$ cat src/rtl/alu_leg_arbiter_if.sv
// rtl/alu_leg_arbiter_if.sv - requester, response and ALU-side signal bundle for alu_leg_arbiter
interface alu_leg_arbiter_if #(
    parameter int N_REQ  = 2,
    parameter int DATA_W = 8
);
    localparam int ID_W = (N_REQ > 1) ? $clog2(N_REQ) : 1;

    logic [N_REQ-1:0]        req_valid;
    logic [N_REQ-1:0]        req_ready;
    logic [N_REQ*DATA_W-1:0] req_in1;
    logic [N_REQ*DATA_W-1:0] req_in2;
    logic [N_REQ*8-1:0]      req_op;

    logic                    rsp_valid;
    logic                    rsp_ready;
    logic [ID_W-1:0]         rsp_id;
    logic [DATA_W-1:0]       rsp_data;

    logic [DATA_W-1:0]       alu_in1;
    logic [DATA_W-1:0]       alu_in2;
    logic [7:0]              alu_op;
    logic [DATA_W-1:0]       alu_out;

    // master: requesters, response consumer and the ALU itself
    modport master (
        output req_valid, req_in1, req_in2, req_op, rsp_ready, alu_out,
        input  req_ready, rsp_valid, rsp_id, rsp_data, alu_in1, alu_in2, alu_op
    );

    modport slave (
        input  req_valid, req_in1, req_in2, req_op, rsp_ready, alu_out,
        output req_ready, rsp_valid, rsp_id, rsp_data, alu_in1, alu_in2, alu_op
    );
endinterface

$ cat src/rtl/alu_leg_arbiter.sv
// rtl/alu_leg_arbiter.sv - round-robin sharing of one combinational LEG ALU; ALU_ARB_FIXED_PRIO_EN selects fixed priority
module alu_leg_arbiter #(
    parameter int N_REQ       = 2,
    parameter int DATA_W      = 8,
    parameter int MUL_LATENCY = 2
) (
    input  logic               clk,
    input  logic               rst,
    alu_leg_arbiter_if.slave   bus
);
    localparam int ID_W  = (N_REQ > 1) ? $clog2(N_REQ) : 1;
    localparam int CNT_W = (MUL_LATENCY > 1) ? $clog2(MUL_LATENCY) : 1;

    localparam logic [1:0] IDLE = 2'd0;
    localparam logic [1:0] EXEC = 2'd1;
    localparam logic [1:0] RESP = 2'd2;

    logic [1:0]        state;
    logic [ID_W-1:0]   rr_ptr;
    logic [CNT_W-1:0]  cnt;
    logic [ID_W-1:0]   rsp_id_q;
    logic [DATA_W-1:0] rsp_data_q;
    logic [DATA_W-1:0] alu_in1_q;
    logic [DATA_W-1:0] alu_in2_q;
    logic [7:0]        alu_op_q;

    logic              found;
    logic [ID_W-1:0]   grant;
    int                scan_idx;
    logic [DATA_W-1:0] grant_in1;
    logic [DATA_W-1:0] grant_in2;
    logic [7:0]        grant_op;

    // Scan from rr_ptr upward with wrap. In fixed-priority builds rr_ptr never
    // leaves 0, so the same scan yields the lowest-index valid requester.
    always_comb begin
        found    = 1'b0;
        grant    = '0;
        scan_idx = 0;
        for (int k = 0; k < N_REQ; k++) begin
            scan_idx = (int'(rr_ptr) + k) % N_REQ;
            if (!found && bus.req_valid[ID_W'(scan_idx)]) begin
                found = 1'b1;
                grant = ID_W'(scan_idx);
            end
        end
    end

    always_comb begin
        grant_in1 = '0;
        grant_in2 = '0;
        grant_op  = '0;
        for (int k = 0; k < N_REQ; k++) begin
            if (ID_W'(k) == grant) begin
                grant_in1 = bus.req_in1[k*DATA_W +: DATA_W];
                grant_in2 = bus.req_in2[k*DATA_W +: DATA_W];
                grant_op  = bus.req_op[k*8 +: 8];
            end
        end
    end

    always_comb begin
        bus.req_ready = '0;
        if (!rst && state == IDLE && found)
            bus.req_ready[grant] = 1'b1;
    end

    always_ff @(posedge clk) begin
        if (rst) begin
            state      <= IDLE;
            rr_ptr     <= '0;
            cnt        <= '0;
            rsp_id_q   <= '0;
            rsp_data_q <= '0;
            alu_in1_q  <= '0;
            alu_in2_q  <= '0;
            alu_op_q   <= '0;
        end else begin
            case (state)
                IDLE: begin
                    if (found) begin
                        alu_in1_q <= grant_in1;
                        alu_in2_q <= grant_in2;
                        alu_op_q  <= grant_op;
                        rsp_id_q  <= grant;
                        cnt       <= grant_op[3] ? CNT_W'(MUL_LATENCY - 1) : '0;
                        state     <= EXEC;
                    end
                end
                EXEC: begin
                    // Operands stay on the ALU until the last EXEC cycle samples its output.
                    if (cnt == '0) begin
                        rsp_data_q <= bus.alu_out;
                        state      <= RESP;
                    end else begin
                        cnt <= cnt - 1'b1;
                    end
                end
                RESP: begin
                    if (bus.rsp_ready) begin
                        state <= IDLE;
`ifndef ALU_ARB_FIXED_PRIO_EN
                        rr_ptr <= (rsp_id_q == ID_W'(N_REQ - 1)) ? '0 : rsp_id_q + 1'b1;
`endif
                    end
                end
                default: state <= IDLE;
            endcase
        end
    end

    assign bus.rsp_valid = (state == RESP);
    assign bus.rsp_id    = rsp_id_q;
    assign bus.rsp_data  = rsp_data_q;
    assign bus.alu_in1   = alu_in1_q;
    assign bus.alu_in2   = alu_in2_q;
    assign bus.alu_op    = alu_op_q;
endmodule

$ cat src/flat_wrapper.sv
// flat-port wrapper written by rule: the top's interface ports become plain ports
module alu_leg_arbiter_flat 
#(
    parameter int N_REQ       = 2,
    parameter int DATA_W      = 8,
    parameter int MUL_LATENCY = 2
)
  (clk, rst, bus_req_valid, bus_req_in1, bus_req_in2, bus_req_op, bus_rsp_ready, bus_alu_out, bus_req_ready, bus_rsp_valid, bus_rsp_id, bus_rsp_data, bus_alu_in1, bus_alu_in2, bus_alu_op);
  alu_leg_arbiter_if #(.N_REQ(N_REQ), .DATA_W(DATA_W)) bus_i ();
  input  logic clk;
  input  logic rst;
  input wire logic [$bits(bus_i.req_valid)-1:0] bus_req_valid;
  input wire logic [$bits(bus_i.req_in1)-1:0] bus_req_in1;
  input wire logic [$bits(bus_i.req_in2)-1:0] bus_req_in2;
  input wire logic [$bits(bus_i.req_op)-1:0] bus_req_op;
  input wire logic [$bits(bus_i.rsp_ready)-1:0] bus_rsp_ready;
  input wire logic [$bits(bus_i.alu_out)-1:0] bus_alu_out;
  output wire logic [$bits(bus_i.req_ready)-1:0] bus_req_ready;
  output wire logic [$bits(bus_i.rsp_valid)-1:0] bus_rsp_valid;
  output wire logic [$bits(bus_i.rsp_id)-1:0] bus_rsp_id;
  output wire logic [$bits(bus_i.rsp_data)-1:0] bus_rsp_data;
  output wire logic [$bits(bus_i.alu_in1)-1:0] bus_alu_in1;
  output wire logic [$bits(bus_i.alu_in2)-1:0] bus_alu_in2;
  output wire logic [$bits(bus_i.alu_op)-1:0] bus_alu_op;
  assign bus_i.req_valid = bus_req_valid;
  assign bus_i.req_in1 = bus_req_in1;
  assign bus_i.req_in2 = bus_req_in2;
  assign bus_i.req_op = bus_req_op;
  assign bus_i.rsp_ready = bus_rsp_ready;
  assign bus_i.alu_out = bus_alu_out;
  assign bus_req_ready = bus_i.req_ready;
  assign bus_rsp_valid = bus_i.rsp_valid;
  assign bus_rsp_id = bus_i.rsp_id;
  assign bus_rsp_data = bus_i.rsp_data;
  assign bus_alu_in1 = bus_i.alu_in1;
  assign bus_alu_in2 = bus_i.alu_in2;
  assign bus_alu_op = bus_i.alu_op;
  alu_leg_arbiter #(.N_REQ(N_REQ), .DATA_W(DATA_W), .MUL_LATENCY(MUL_LATENCY)) u_core (.clk(clk), .rst(rst), .bus(bus_i));
endmodule
$ cat config.mk
export PLATFORM = sky130hd
export DESIGN_NAME = alu_leg_arbiter_flat
export DESIGN_NICKNAME = d
export VERILOG_FILES = /design/src/rtl/alu_leg_arbiter_if.sv /design/src/rtl/alu_leg_arbiter.sv /design/src/flat_wrapper.sv
export SDC_FILE = /design/constraint.sdc
export NUM_CORES = 1
export LEC_CHECK = 0
export BUFFER_PORTS_ARGS = -buffer_cell sky130_fd_sc_hd__buf_2
export CORE_UTILIZATION = 39
export DETAILED_ROUTE_END_ITERATION = 12
export HOLD_SLACK_MARGIN = 0.06
export PLACE_DENSITY = 0.75
export RECOVER_POWER = 100
export SYNTH_ARGS = -nofsm -noshare
export SYNTH_HDL_FRONTEND = slang
export SYNTH_SLANG_ARGS = --single-unit
$ cat constraint.sdc
create_clock -name clk -period 1.2 [get_ports clk]
set_input_delay 0.06 -clock clk [delete_from_list [all_inputs] [get_ports clk]]
set_output_delay 0.06 -clock clk [all_outputs]
set_load 0.03 [all_outputs]
==> impl_metrics.xml, run 1 <==
<?xml version="1.0" encoding="UTF-8"?>
<metrics>
  <group name="outcome">
    <metric name="outcome" unit="">finished, violations left</metric>
    <metric name="failed_checks" unit="">negative setup slack</metric>
  </group>
  <group name="place">
    <metric name="place.detailed.instances" unit="">311</metric>
    <metric name="hpwl" unit="um">2980</metric>
    <metric name="io_buffers" unit="">95</metric>
    <metric name="dp_slack" unit="ns">-0.0332</metric>
    <metric name="place_congestion" unit="">0.678</metric>
  </group>
  <group name="pwr">
    <metric name="power.switching_fraction" unit="%">27.5</metric>
    <metric name="ir_worst_vdd" unit="mV">0.907</metric>
    <metric name="total_switching_power" unit="uW">992</metric>
    <metric name="cellLeakagePower" unit="uW">0.00133</metric>
    <metric name="clock_power_share" unit="%">35.5</metric>
    <metric name="internal-power" unit="uW">2610</metric>
    <metric name="comb_power_share" unit="%">26.1</metric>
    <metric name="report.power.total" unit="uW">3600</metric>
    <metric name="p_seq_share" unit="%">38.3</metric>
    <metric name="power_per_standard_cell_area" unit="nW/um^2">1110</metric>
  </group>
  <group name="setup_path">
    <metric name="worst-r2r-setup-slack" unit="ns">-0.26</metric>
    <metric name="worst-path-max-fanout" unit="">4</metric>
    <metric name="r2r-start" unit="">u_core.state[0]$_SDFFE_PP0P_</metric>
    <metric name="crit-reg2reg-capture" unit="">u_core.bus.alu_in2[4]$_SDFFE_PP0P_</metric>
    <metric name="path_delay_family" unit="">simple AND/OR/NAND/NOR gates</metric>
    <metric name="cp-end-kind" unit="">output pin</metric>
    <metric name="cells_along_the_critical_path" unit="">nor4b_4 &gt; buf_12 &gt; nor2b_4 &gt; buf_6</metric>
    <metric name="worst_path_largest_cell_delay" unit="ns">0.34</metric>
    <metric name="critical_path_depth" unit="">4</metric>
    <metric name="worstPathBufferInverterCount" unit="">2</metric>
    <metric name="worst-setup-path-type" unit="">reg2out</metric>
    <metric name="worst_ep_arrival_time" unit="ns">1.41</metric>
    <metric name="critPathLaunchType" unit="">flop</metric>
    <metric name="timing.critical_path.slowest_stage_cell" unit="">sky130_fd_sc_hd__dfxtp_2</metric>
    <metric name="reg2regPathDepth" unit="">7</metric>
    <metric name="timing.critical_path.required" unit="ns">1.14</metric>
  </group>
  <group name="clock_tree">
    <metric name="clk_latency" unit="ns">0.29</metric>
    <metric name="cts.root.buffer_cell" unit="">sky130_fd_sc_hd__clkbuf_8</metric>
    <metric name="cts_tree" unit="">yes</metric>
    <metric name="cts.sink_count" unit="">37</metric>
    <metric name="path_clk_slew" unit="ns">0.08</metric>
    <metric name="numCtsBuffers" unit="">5</metric>
    <metric name="htree_levels" unit="">2</metric>
    <metric name="clk_buf_depth" unit="">2</metric>
  </group>
  <group name="logic_synthesis">
    <metric name="synthCells" unit="">161</metric>
    <metric name="synth_mux_area_share" unit="%">7.21</metric>
    <metric name="synth_area_in_compound_gates" unit="%">27.2</metric>
    <metric name="synthesis.nets" unit="">222</metric>
    <metric name="fraction_of_synthesized_cell_area_in_xor_and_xnor_cells" unit="%">0</metric>
    <metric name="synth_warnings" unit="">0</metric>
    <metric name="synth-simple-area-share" unit="%">17.1</metric>
    <metric name="synth_cell_type_count" unit="">22</metric>
    <metric name="synth_top_family_by_area" unit="">compound AO/OA/AOI/OAI gates</metric>
    <metric name="syn-cell-area" unit="um^2">1680</metric>
    <metric name="synth_seq_cells" unit="">37</metric>
    <metric name="synth-adder-area-share" unit="%">0</metric>
    <metric name="synth.avg_cell_area" unit="um^2">10.5</metric>
    <metric name="seq_area_frac_synth" unit="%">44.0</metric>
  </group>
  <group name="global_routing">
    <metric name="grt_antenna_before_repair" unit="">0</metric>
    <metric name="grt_start_max_net_pins" unit="">22</metric>
    <metric name="gr-usage-all-layers" unit="%">26.4</metric>
    <metric name="globalRouteOverflowTotal" unit="">0</metric>
    <metric name="grt_pass1_wl" unit="um">8780</metric>
    <metric name="via_count_of_the_first_global_routing_pass" unit="">1940</metric>
  </group>
  <group name="min_path">
    <metric name="worstHoldPathType" unit="">in2reg</metric>
    <metric name="hold_path.startpoint" unit="">bus_req_in1[4]</metric>
    <metric name="min_to" unit="">u_core.bus.alu_in1[4]$_SDFFE_PP0P_</metric>
    <metric name="min_delay_path_depth" unit="">3</metric>
  </group>
  <group name="layout">
    <metric name="insertedDiodeCount" unit="">0</metric>
    <metric name="synthToLayoutAreaGrowth" unit="%">92.5</metric>
    <metric name="fraction_of_layout_instances_using_a_drive_strength_above_1" unit="%">46.1</metric>
    <metric name="finish.cell_count_without_fillers" unit="">380</metric>
    <metric name="fin_util" unit="%">79.8</metric>
    <metric name="design.final.nets" unit="">390</metric>
  </group>
  <group name="drt">
    <metric name="postRouteWirelength" unit="um">6010</metric>
    <metric name="num_vias" unit="">1891</metric>
    <metric name="drtIter0Drc" unit="">53</metric>
    <metric name="drcViolationCount" unit="">0</metric>
    <metric name="dr_wl_cell" unit="um">15.8</metric>
    <metric name="antenna_violating_nets_post_route" unit="">0</metric>
    <metric name="via_per_inst" unit="">4.98</metric>
    <metric name="drtPass1Iterations" unit="">4</metric>
  </group>
  <group name="timing">
    <metric name="tcrit_tclk_final" unit="%">123</metric>
    <metric name="finalHoldViolCount" unit="">0</metric>
    <metric name="final.hold.worst_slack" unit="ns">0.0534</metric>
    <metric name="fmax" unit="MHz">680</metric>
    <metric name="setup_violators_final" unit="">34</metric>
    <metric name="final_slew_violations" unit="">0</metric>
    <metric name="layout_setup_ws" unit="ns">-0.270</metric>
    <metric name="final.setup_skew" unit="ns">0.0104</metric>
    <metric name="final.min_clock_period" unit="ns">1.47</metric>
    <metric name="rsz0062_at_grt" unit="">yes</metric>
    <metric name="tightestPinTransition" unit="ns">0.401</metric>
    <metric name="max_slew_margin" unit="%">73.4</metric>
  </group>
  <group name="die">
    <metric name="floorplan.rows" unit="">23</metric>
    <metric name="dieWidth" unit="um">67.7</metric>
    <metric name="core_region_area" unit="um^2">4060</metric>
    <metric name="design.die.area" unit="um^2">4580</metric>
    <metric name="die_h" unit="um">67.7</metric>
    <metric name="io_pins" unit="">97</metric>
    <metric name="floorplan.initialDensity" unit="%">41.5</metric>
  </group>
  <group name="job">
    <metric name="max_cap_violations" unit="">0</metric>
  </group>
</metrics>
==> worst reg2reg max path, delay by kind of cell, from the launching register on <==
kind,cells,cell delay [ns]
buf+inv,4,0.53
flops,1,0.34
simple gates,1,0.34
compound gates,2,0.18
==> layer usage <==
| metal | up-vias | GRT usage, % | part of all wire (%) |
|---|---|---|---|
| li1 | 908 | - | - |
| met5 | - | 0 | 0 |
| met4 | 0 | 10.9 | 2.5 |
| met1 | 884 | 26.7 | 39 |
| met2 | 84 | 50.6 | 52 |
| met3 | 15 | 6.42 | 6.4 |
==> worst max path at each step <==
stage	from	to	slack, ns
floorplan	u_core.state[0]$_SDFFE_PP0P_	bus_req_ready[0]	-0.02
global placement	u_core.state[0]$_SDFFE_PP0P_	bus_req_ready[0]	0.0007
detailed placement	u_core.state[1]$_SDFFE_PP0P_	u_core.bus.alu_op[6]$_SDFFE_PP0P_	-0.03
CTS	u_core.state[0]$_SDFFE_PP0P_	bus_req_ready[0]	-0.25
global route	u_core.state[0]$_SDFFE_PP0P_	bus_req_ready[0]	-0.30
finish	u_core.state[0]$_SDFFE_PP0P_	bus_req_ready[0]	-0.27
==> area by class of cell <==
| cell class | count | area [um^2] |
|---|---|---|
| Timing Repair Buffer | 172 | 1270 |
| Multi-Input combinational cell | 111 | 1020 |
| Fill cell | 260 | 818 |
| Sequential cell | 37 | 743 |
| Clock buffer | 5 | 68.8 |
| Clock inverter | 3 | 65.1 |
| Tap cell | 50 | 62.6 |
| Inverter | 2 | 7.51 |
==> cell families after synthesis <==
kind of cell           after synthesis
flip-flops                          37
AO/OA/AOI/OAI                       51
AND/OR/NAND/NOR                     48
buffers and inverters               13
multiplexers                        12
==> power groups by stage <==
| stage | combinational [uW] | sequential (uW) | clock (uW) |
|---|---|---|---|
| 3_3_place_gp | 651 | 1400 | 0 |
| 5_1_grt | 998 | 1390 | 1350 |
| 2_1_floorplan | 239 | 1550 | 0 |
| 3_5_place_dp | 659 | 1400 | 0 |
| 4_1_cts | 931 | 1370 | 1290 |
| 6_report | 941 | 1380 | 1280 |
==> sequential cells by signal (all words and copies together) (netlist names) <==
name                 flops
u_core.bus.alu_in1       8
u_core.state             2
u_core.cnt               1
u_core.bus.alu_op        8
u_core.rr_ptr            1
u_core.bus.rsp_id        1
u_core.bus.alu_in2       8
u_core.bus.rsp_data      8
==> repair_timing <==
item / CTS / global route
setup endpoints to repair: 27 / 38
gates resized for setup: 42 / 19
cloned: 3 / 1
pin swaps: 9 / 10
hold endpoints to repair: 31 / 2
setup buffers: 10 / 3
hold buffers: 45 / 2
==> cell usage in the layout, fill, tap and decap left out, types with 2 or more instances in the layout <==
cell type / netlist / layout
sky130_fd_sc_hd__buf_12: 0 / 5
sky130_fd_sc_hd__buf_2: 0 / 59
sky130_fd_sc_hd__buf_4: 3 / 14
sky130_fd_sc_hd__buf_6: 2 / 12
sky130_fd_sc_hd__bufinv_16: 0 / 2
sky130_fd_sc_hd__clkbuf_1: 6 / 33
sky130_fd_sc_hd__clkbuf_8: 0 / 5
sky130_fd_sc_hd__dfxtp_1: 37 / 35
sky130_fd_sc_hd__dfxtp_2: 0 / 2
sky130_fd_sc_hd__dlygate4sd3_1: 0 / 47
sky130_fd_sc_hd__inv_1: 2 / 2
sky130_fd_sc_hd__mux2i_1: 11 / 11
sky130_fd_sc_hd__nand2_1: 2 / 2
sky130_fd_sc_hd__nor2_1: 13 / 13
sky130_fd_sc_hd__nor2b_1: 25 / 23
sky130_fd_sc_hd__nor2b_4: 0 / 2
sky130_fd_sc_hd__nor3b_4: 0 / 2
sky130_fd_sc_hd__o21ai_1: 20 / 2
sky130_fd_sc_hd__o21ai_2: 0 / 19
sky130_fd_sc_hd__o21ai_4: 0 / 3
sky130_fd_sc_hd__o2bb2ai_1: 6 / 5
sky130_fd_sc_hd__o2bb2ai_2: 18 / 19
==> synthesized netlist by cell type <==
master | number | area, um^2
sky130_fd_sc_hd__o2bb2ai_1 | 6 | 52.6
sky130_fd_sc_hd__nor3b_1 | 1 | 7.51
sky130_fd_sc_hd__and2_1 | 2 | 12.5
sky130_fd_sc_hd__nor2b_1 | 25 | 156
sky130_fd_sc_hd__nor4b_4 | 1 | 23.8
sky130_fd_sc_hd__clkbuf_1 | 6 | 22.5
sky130_fd_sc_hd__o2bb2ai_2 | 18 | 270
sky130_fd_sc_hd__nor3_1 | 1 | 5.00
sky130_fd_sc_hd__nand2_1 | 2 | 7.51
sky130_fd_sc_hd__nor2_2 | 1 | 6.26
sky130_fd_sc_hd__buf_6 | 2 | 22.5
sky130_fd_sc_hd__mux2i_1 | 11 | 110
sky130_fd_sc_hd__nor2_1 | 13 | 48.8
sky130_fd_sc_hd__dfxtp_1 | 37 | 741
sky130_fd_sc_hd__buf_4 | 3 | 22.5
sky130_fd_sc_hd__inv_1 | 2 | 7.51
sky130_fd_sc_hd__o21ai_1 | 20 | 100
sky130_fd_sc_hd__a21oi_1 | 2 | 10.0
sky130_fd_sc_hd__mux2_2 | 1 | 11.3
sky130_fd_sc_hd__nand3b_1 | 1 | 7.51
sky130_fd_sc_hd__nor3b_2 | 1 | 12.5
sky130_fd_sc_hd__o21ai_0 | 5 | 25.0
==> metrics by stage <==
step                cell area [um^2]  setup TNS, ns
finish                          3240          -4.51
global route                    3240          -6.15
CTS                             3230          -4.24
detailed placement              2320         -0.312
global placement                2320              0
floorplan                       1700        -0.0153
Note: power is estimated with default switching activity, not from simulation.
==> run 2, diff against run 1 <==
Settings changed: PLACE_DENSITY 0.75 to 0.8.
==> run 2 against run 1 <==
  * The flow still finishes with violations (negative setup slack)
  * Worst hold slack better by 0.010 ns
  * First-iteration DRC count is 11% lower
  * Power is 7.0% lower
  * Register-to-register slack better by 0.18 ns
  * Die area stayed put
  * Sequential cell count stayed put
  * Count of clock-buffer cells in the layout is 1 higher
  * Critical path type unchanged
  * Sequential power hardly changed
  * Maximum frequency is 3.2% higher
==> impl_metrics.xml, run 2 (synthesis gave the netlist of run 1 again) <==
<?xml version="1.0" encoding="UTF-8"?>
<metrics>
  <group name="outcome">
    <metric name="outcome" unit="">finished, violations left</metric>
    <metric name="failed_checks" unit="">negative setup slack</metric>
  </group>
  <group name="pwr">
    <metric name="total_switching_power" unit="uW">949</metric>
    <metric name="ir_worst_vdd" unit="mV">0.760</metric>
    <metric name="comb_power_share" unit="%">25.3</metric>
    <metric name="power.switching_fraction" unit="%">28.3</metric>
    <metric name="clock_power_share" unit="%">33.7</metric>
    <metric name="cellLeakagePower" unit="uW">0.00124</metric>
    <metric name="p_seq_share" unit="%">41.0</metric>
    <metric name="power_per_standard_cell_area" unit="nW/um^2">1110</metric>
    <metric name="internal-power" unit="uW">2400</metric>
  </group>
  <group name="die">
    <metric name="io_pins" unit="">97</metric>
    <metric name="design.die.area" unit="um^2">4580</metric>
    <metric name="floorplan.initialDensity" unit="%">41.5</metric>
    <metric name="dieWidth" unit="um">67.7</metric>
    <metric name="floorplan.rows" unit="">23</metric>
    <metric name="die_h" unit="um">67.7</metric>
    <metric name="core_region_area" unit="um^2">4060</metric>
  </group>
  <group name="timing">
    <metric name="setup_violators_final" unit="">24</metric>
    <metric name="final.setup_skew" unit="ns">0.00550</metric>
    <metric name="rsz0062_at_grt" unit="">yes</metric>
    <metric name="tcrit_tclk_final" unit="%">119</metric>
    <metric name="setup_total_negative_slack" unit="ns">-1.17</metric>
    <metric name="tightestPinTransition" unit="ns">0.406</metric>
    <metric name="finalHoldViolCount" unit="">0</metric>
    <metric name="final_slew_violations" unit="">0</metric>
    <metric name="layout_setup_ws" unit="ns">-0.224</metric>
    <metric name="fmax" unit="MHz">702</metric>
    <metric name="max_slew_margin" unit="%">73.0</metric>
    <metric name="final.min_clock_period" unit="ns">1.42</metric>
  </group>
  <group name="drt">
    <metric name="drtPass1Iterations" unit="">4</metric>
    <metric name="drcViolationCount" unit="">0</metric>
    <metric name="dr_wl_cell" unit="um">14.9</metric>
    <metric name="drtIter0Drc" unit="">47</metric>
    <metric name="via_per_inst" unit="">4.86</metric>
    <metric name="antenna_violating_nets_post_route" unit="">0</metric>
    <metric name="num_vias" unit="">1797</metric>
    <metric name="postRouteWirelength" unit="um">5510</metric>
  </group>
  <group name="min_path">
    <metric name="worstHoldPathType" unit="">in2reg</metric>
  </group>
  <group name="clock_tree">
    <metric name="clk_latency" unit="ns">0.28</metric>
    <metric name="cts_tree" unit="">yes</metric>
    <metric name="path_clk_slew" unit="ns">0.08</metric>
    <metric name="numCtsBuffers" unit="">5</metric>
    <metric name="cts.sink_count" unit="">37</metric>
    <metric name="cts.root.buffer_cell" unit="">sky130_fd_sc_hd__clkbuf_8</metric>
    <metric name="htree_levels" unit="">2</metric>
    <metric name="clk_buf_depth" unit="">2</metric>
  </group>
  <group name="layout">
    <metric name="fraction_of_layout_instances_using_a_drive_strength_above_1" unit="%">39.1</metric>
    <metric name="fin_util" unit="%">74.1</metric>
    <metric name="insertedDiodeCount" unit="">0</metric>
    <metric name="layout.filler_cells" unit="">282</metric>
    <metric name="layout_common_cells" unit="">59 x sky130_fd_sc_hd__buf_2, 46 x sky130_fd_sc_hd__dlygate4sd3_1, 36 x sky130_fd_sc_hd__dfxtp_1</metric>
    <metric name="synthToLayoutAreaGrowth" unit="%">78.7</metric>
    <metric name="layout.cell_area.non_filler" unit="um^2">3010</metric>
    <metric name="mostFrequentLayoutCell" unit="">sky130_fd_sc_hd__buf_2</metric>
    <metric name="design.final.nets" unit="">380</metric>
  </group>
  <group name="setup_path">
    <metric name="critical-path-top-cell-by-count" unit="">sky130_fd_sc_hd__buf_6</metric>
    <metric name="worst-path-max-fanout" unit="">4</metric>
    <metric name="path_delay_family" unit="">simple AND/OR/NAND/NOR gates</metric>
    <metric name="timing.critical_path.required" unit="ns">1.14</metric>
    <metric name="cp-end-kind" unit="">output pin</metric>
    <metric name="cells_along_the_critical_path" unit="">nor4b_4 &gt; buf_6 &gt; nor2b_4 &gt; buf_6</metric>
    <metric name="timing.critical_path.slowest_stage_cell" unit="">sky130_fd_sc_hd__dfxtp_4</metric>
    <metric name="critPathLaunchType" unit="">flop</metric>
    <metric name="worst_path_largest_cell_delay" unit="ns">0.35</metric>
    <metric name="worstPathBufferInverterCount" unit="">2</metric>
    <metric name="worst_ep_arrival_time" unit="ns">1.36</metric>
    <metric name="worst-setup-path-type" unit="">reg2out</metric>
  </group>
  <group name="global_routing">
    <metric name="globalRouteOverflowTotal" unit="">0</metric>
    <metric name="grt_antenna_before_repair" unit="">0</metric>
    <metric name="via_count_of_the_first_global_routing_pass" unit="">1757</metric>
    <metric name="grt_pass1_wl" unit="um">7550</metric>
    <metric name="grt_start_max_net_pins" unit="">24</metric>
    <metric name="gr-usage-all-layers" unit="%">22.2</metric>
  </group>
  <group name="place">
    <metric name="dp_slack" unit="ns">-0.0449</metric>
    <metric name="place_congestion" unit="">0.702</metric>
    <metric name="io_buffers" unit="">95</metric>
    <metric name="placement.cell_area" unit="um^2">2280</metric>
    <metric name="hpwl" unit="um">2950</metric>
  </group>
  <group name="job">
    <metric name="max_cap_violations" unit="">0</metric>
  </group>
</metrics>
-- run 2: cell types whose count changed in the layout (fill, tap and decap cells not counted), sizes merged --
cell	delta
buf	-10
clkinvlp	+1
clkinv	-1
dlygate4sd3	-1
bufinv	-1
clkbuf	+2
-- run 2: final timing paths --
path / from / to / slack, ns / cells after the start
worst min register to register: u_core.bus.alu_in1[1]$_SDFFE_PP0P_ / u_core.bus.alu_in1[1]$_SDFFE_PP0P_ / 0.47 / 1
worst min-delay path: bus_req_op[5] / u_core.bus.alu_op[5]$_SDFFE_PP0P_ / 0.06 / 3
worst max-delay path: u_core.state[0]$_SDFFE_PP0P_ / bus_req_ready[0] / -0.22 / 4
worst max register to register: u_core.state[0]$_SDFFE_PP0P_ / u_core.bus.alu_op[4]$_SDFFE_PP0P_ / -0.08 / 6
-- run 2: stage by stage --
stage | total power, uW | cells | hold WS (ns)
detailed placement | 2040 | 307 | 0.309
global route | 3490 | 370 | 0.0597
global placement | 2030 | 307 | 0.290
finish | 3350 | 370 | 0.0638
CTS | 3310 | 364 | 0.0601
floorplan | 1790 | 161 | 0.129
-- run 2: layout make-up --
cell class	count	area (um^2)	area share [%]
clock inverters	2	37.5	1.25
well taps	50	62.6	2.08
flip-flops and latches	37	744	24.8
inverters	2	7.51	0.250
multi-input cells	111	936	31.1
clock buffers	6	82.6	2.75
repair buffers	162	1140	37.8
-- run 2: power groups by stage --
stage,Clock [uW],Sequential (uW),Combinational [uW]
finish,1130,1370,846
detailed placement,0,1400,647
global route,1210,1380,896
CTS,1150,1370,791
global placement,0,1390,640
floorplan,0,1550,239
-- run 2: metal layers --
layer  share of wire [%]  GRT usage (%)  wire [um]
met5                   0              0          0
met4                0.65           6.38         36
met3                 6.4           6.08        352
met2                  52           43.7       2870
met1                  41           22.1       2250
-- run 2: timing repair --
item / CTS / global route
endpoints found under the setup margin: 3 / 36
gates cloned: 0 / 2
hold buffers: 45 / 1
resized for setup: 12 / 20
buffers inserted: 4 / 4
pin swaps: 3 / 9
endpoints found under the hold margin: 32 / 1
-- run 2: worst reg2reg max path: stages (launching register included) --
cell and delay (ns):
sky130_fd_sc_hd__dfxtp_4 0.35, sky130_fd_sc_hd__nor4b_4 0.30, sky130_fd_sc_hd__buf_6 0.16, sky130_fd_sc_hd__buf_4 0.10, sky130_fd_sc_hd__buf_6 0.11, sky130_fd_sc_hd__o21ai_2 0.06, sky130_fd_sc_hd__o2bb2ai_2 0.14
==> run 3, diff against run 2 <==
Settings changed: CORE_UTILIZATION 39 to 43, PLACE_DENSITY 0.8 to 0.84.
Clock period 1.2 ns to 1.4 ns, I/O delays scaled along.
==> run 3 against run 2 <==
  * The run still ends with negative setup slack left
  * Non-clock buffer count decreased by 17
  * Clock power decreased by 18%
  * Count of clock-buffer cells in the layout increased by 1
  * Largest power group unchanged
  * Critical path type unchanged
  * Critical path depth unchanged
  * Design area decreased by 11%
  * Sequential share of layout area increased by 3.2 points
  * Global-route usage increased by 2.2 points
  * First-iteration DRC count increased by 60%
==> impl_metrics.xml, run 3 (synthesis gave the netlist of run 1 again) <==
<?xml version="1.0" encoding="UTF-8"?>
<metrics>
  <group name="die">
    <metric name="dieWidth" unit="um">64.6</metric>
    <metric name="design.die.area" unit="um^2">4170</metric>
    <metric name="die_h" unit="um">64.6</metric>
    <metric name="io_pins" unit="">97</metric>
    <metric name="core_region_area" unit="um^2">3720</metric>
    <metric name="floorplan.initialDensity" unit="%">45.3</metric>
    <metric name="floorplan.rows" unit="">22</metric>
  </group>
  <group name="place">
    <metric name="io_buffers" unit="">95</metric>
    <metric name="hpwl" unit="um">2930</metric>
    <metric name="dp_slack" unit="ns">0.0574</metric>
    <metric name="place_congestion" unit="">0.646</metric>
  </group>
  <group name="global_routing">
    <metric name="grt_pass1_wl" unit="um">7860</metric>
    <metric name="grt_use_met3" unit="%">7.39</metric>
    <metric name="globalRoute.busiestLayer" unit="">met2</metric>
    <metric name="groute.layer.met2.usage" unit="%">44.6</metric>
    <metric name="gr-usage-met1" unit="%">27.2</metric>
    <metric name="globalRouteOverflowTotal" unit="">0</metric>
    <metric name="grt_start_max_net_pins" unit="">24</metric>
    <metric name="via_count_of_the_first_global_routing_pass" unit="">1758</metric>
    <metric name="grt_antenna_before_repair" unit="">0</metric>
    <metric name="gr-usage-all-layers" unit="%">24.4</metric>
  </group>
  <group name="timing">
    <metric name="tightestPinTransition" unit="ns">0.400</metric>
    <metric name="layout_setup_ws" unit="ns">-0.00631</metric>
    <metric name="fmax" unit="MHz">711</metric>
    <metric name="max_slew_margin" unit="%">73.5</metric>
    <metric name="final_slew_violations" unit="">0</metric>
    <metric name="finalHoldViolCount" unit="">0</metric>
    <metric name="rsz0062_at_grt" unit="">yes</metric>
    <metric name="final.setup_skew" unit="ns">0.00237</metric>
    <metric name="final.min_clock_period" unit="ns">1.41</metric>
    <metric name="tcrit_tclk_final" unit="%">100</metric>
    <metric name="setup_violators_final" unit="">1</metric>
  </group>
  <group name="drt">
    <metric name="num_vias" unit="">1737</metric>
    <metric name="drtPass1Iterations" unit="">4</metric>
    <metric name="dr_wl_cell" unit="um">14.2</metric>
    <metric name="postRouteWirelength" unit="um">4970</metric>
    <metric name="drtIter0Drc" unit="">75</metric>
    <metric name="antenna_violating_nets_post_route" unit="">0</metric>
    <metric name="drcViolationCount" unit="">0</metric>
    <metric name="via_per_inst" unit="">4.95</metric>
  </group>
  <group name="setup_path">
    <metric name="worst-setup-path-type" unit="">reg2out</metric>
    <metric name="cp-end-kind" unit="">output pin</metric>
    <metric name="critPathLaunchType" unit="">flop</metric>
    <metric name="timing.critical_path.required" unit="ns">1.33</metric>
    <metric name="worst_ep_arrival_time" unit="ns">1.34</metric>
    <metric name="worst-path-max-fanout" unit="">3</metric>
  </group>
  <group name="layout">
    <metric name="layout_common_cells" unit="">60 x sky130_fd_sc_hd__buf_2, 35 x sky130_fd_sc_hd__clkbuf_1, 35 x sky130_fd_sc_hd__dfxtp_1</metric>
    <metric name="design.final.nets" unit="">363</metric>
    <metric name="fraction_of_layout_instances_using_a_drive_strength_above_1" unit="%">34.3</metric>
    <metric name="mostFrequentLayoutCell" unit="">sky130_fd_sc_hd__buf_2</metric>
    <metric name="synthToLayoutAreaGrowth" unit="%">58.4</metric>
    <metric name="insertedDiodeCount" unit="">0</metric>
  </group>
  <group name="pwr">
    <metric name="comb_power_share" unit="%">22.4</metric>
    <metric name="ir_worst_vdd" unit="mV">0.699</metric>
    <metric name="total_switching_power" unit="uW">737</metric>
    <metric name="clock_power_share" unit="%">34.3</metric>
    <metric name="power.switching_fraction" unit="%">27.1</metric>
    <metric name="report.power.total" unit="uW">2720</metric>
    <metric name="cellLeakagePower" unit="uW">0.00111</metric>
    <metric name="p_seq_share" unit="%">43.3</metric>
    <metric name="power_per_standard_cell_area" unit="nW/um^2">1020</metric>
    <metric name="internal-power" unit="uW">1980</metric>
  </group>
  <group name="job">
    <metric name="max_cap_violations" unit="">0</metric>
  </group>
  <group name="clock_tree">
    <metric name="clk_latency" unit="ns">0.28</metric>
    <metric name="htree_levels" unit="">2</metric>
    <metric name="cts.root.buffer_cell" unit="">sky130_fd_sc_hd__clkbuf_8</metric>
    <metric name="cts_tree" unit="">yes</metric>
    <metric name="path_clk_slew" unit="ns">0.07</metric>
    <metric name="numCtsBuffers" unit="">5</metric>
    <metric name="cts.sink_count" unit="">37</metric>
    <metric name="clk_buf_depth" unit="">2</metric>
  </group>
  <group name="min_path">
    <metric name="worstHoldPathType" unit="">in2reg</metric>
  </group>
  <group name="outcome">
    <metric name="outcome" unit="">finished, violations left</metric>
    <metric name="failed_checks" unit="">negative setup slack</metric>
  </group>
</metrics>
## run 3: cell count changes in the layout (fill, tap and decap cells not counted), moves of 4 or more
cell                            previous run  this run
sky130_fd_sc_hd__o2bb2ai_1                 5        13
sky130_fd_sc_hd__dlygate4sd3_1            46        32
sky130_fd_sc_hd__o2bb2ai_2                19        11
sky130_fd_sc_hd__buf_6                     9         5
sky130_fd_sc_hd__o21ai_1                  15        20
sky130_fd_sc_hd__o21ai_2                   6         0
## run 3: layer usage
metal,vias to the layer above,wire [um],part of all wire [%]
met2,72,2470,50
li1,852,-,-
met1,811,2130,43
met5,-,0,0
met4,0,19,0.38
met3,2,348,7.0
## run 3: area by class of cell
class,count,area (um^2)
Multi-Input combinational cell,111,828
Clock buffer,7,86.3
Timing Repair Buffer,145,907
Tap cell,48,60.1
Clock inverter,1,30.0
Inverter,2,7.51
Sequential cell,37,746
Fill cell,294,1050
## run 3: path summary, 6_finish.rpt
check / from / endpoint / slack [ns] / depth (start not counted)
worst max-delay path: u_core.state[0]$_SDFFE_PP0P_ / bus_req_ready[0] / -0.006 / 4
worst min-delay path: bus_req_in2[5] / u_core.bus.alu_in2[5]$_SDFFE_PP0P_ / 0.07 / 3
worst max register to register: u_core.state[1]$_SDFFE_PP0P_ / u_core.bus.rsp_id$_SDFFE_PP0P_ / 0.03 / 5
worst min register to register: u_core.bus.alu_in1[0]$_SDFFE_PP0P_ / u_core.bus.alu_in1[0]$_SDFFE_PP0P_ / 0.47 / 1
## run 3: repair_timing
item | CTS | global route
pin swaps | 1 | 1
endpoints found under the setup margin | 2 | 3
hold buffers | 32 | 0
hold endpoints to repair | 29 | 0
resized for setup | 9 | 2
setup buffers | 5 | 0
## run 3: worst max-delay path, stage by stage (launching register included)
cell	delay, ns
sky130_fd_sc_hd__dfxtp_4	0.35
sky130_fd_sc_hd__nor4b_4	0.28
sky130_fd_sc_hd__buf_6	0.15
sky130_fd_sc_hd__nor2b_4	0.13
sky130_fd_sc_hd__buf_6	0.13
## run 3: power groups by stage
stage                     Combinational (uW)  Clock [uW]  Sequential, uW
final                                    608         932            1180
after global routing                     650        1010            1180
after CTS                                637         951            1180
after detailed placement                 545           0            1200
after global placement                   536           0            1200
after floorplan                          202           0            1330
## run 3: through the flow
stage               hold WS [ns]  area (um^2)  std cells   TNS, ns  util, %
floorplan                  0.139         1690        161         0        -
global placement           0.305         2260        306         0     60.9
detailed placement         0.315         2260        306         0     60.9
CTS                       0.0601         2760        351   -0.0519     74.4
global route              0.0603         2670        351    -0.408     71.7
finish                    0.0667         2670        351  -0.00631     71.7
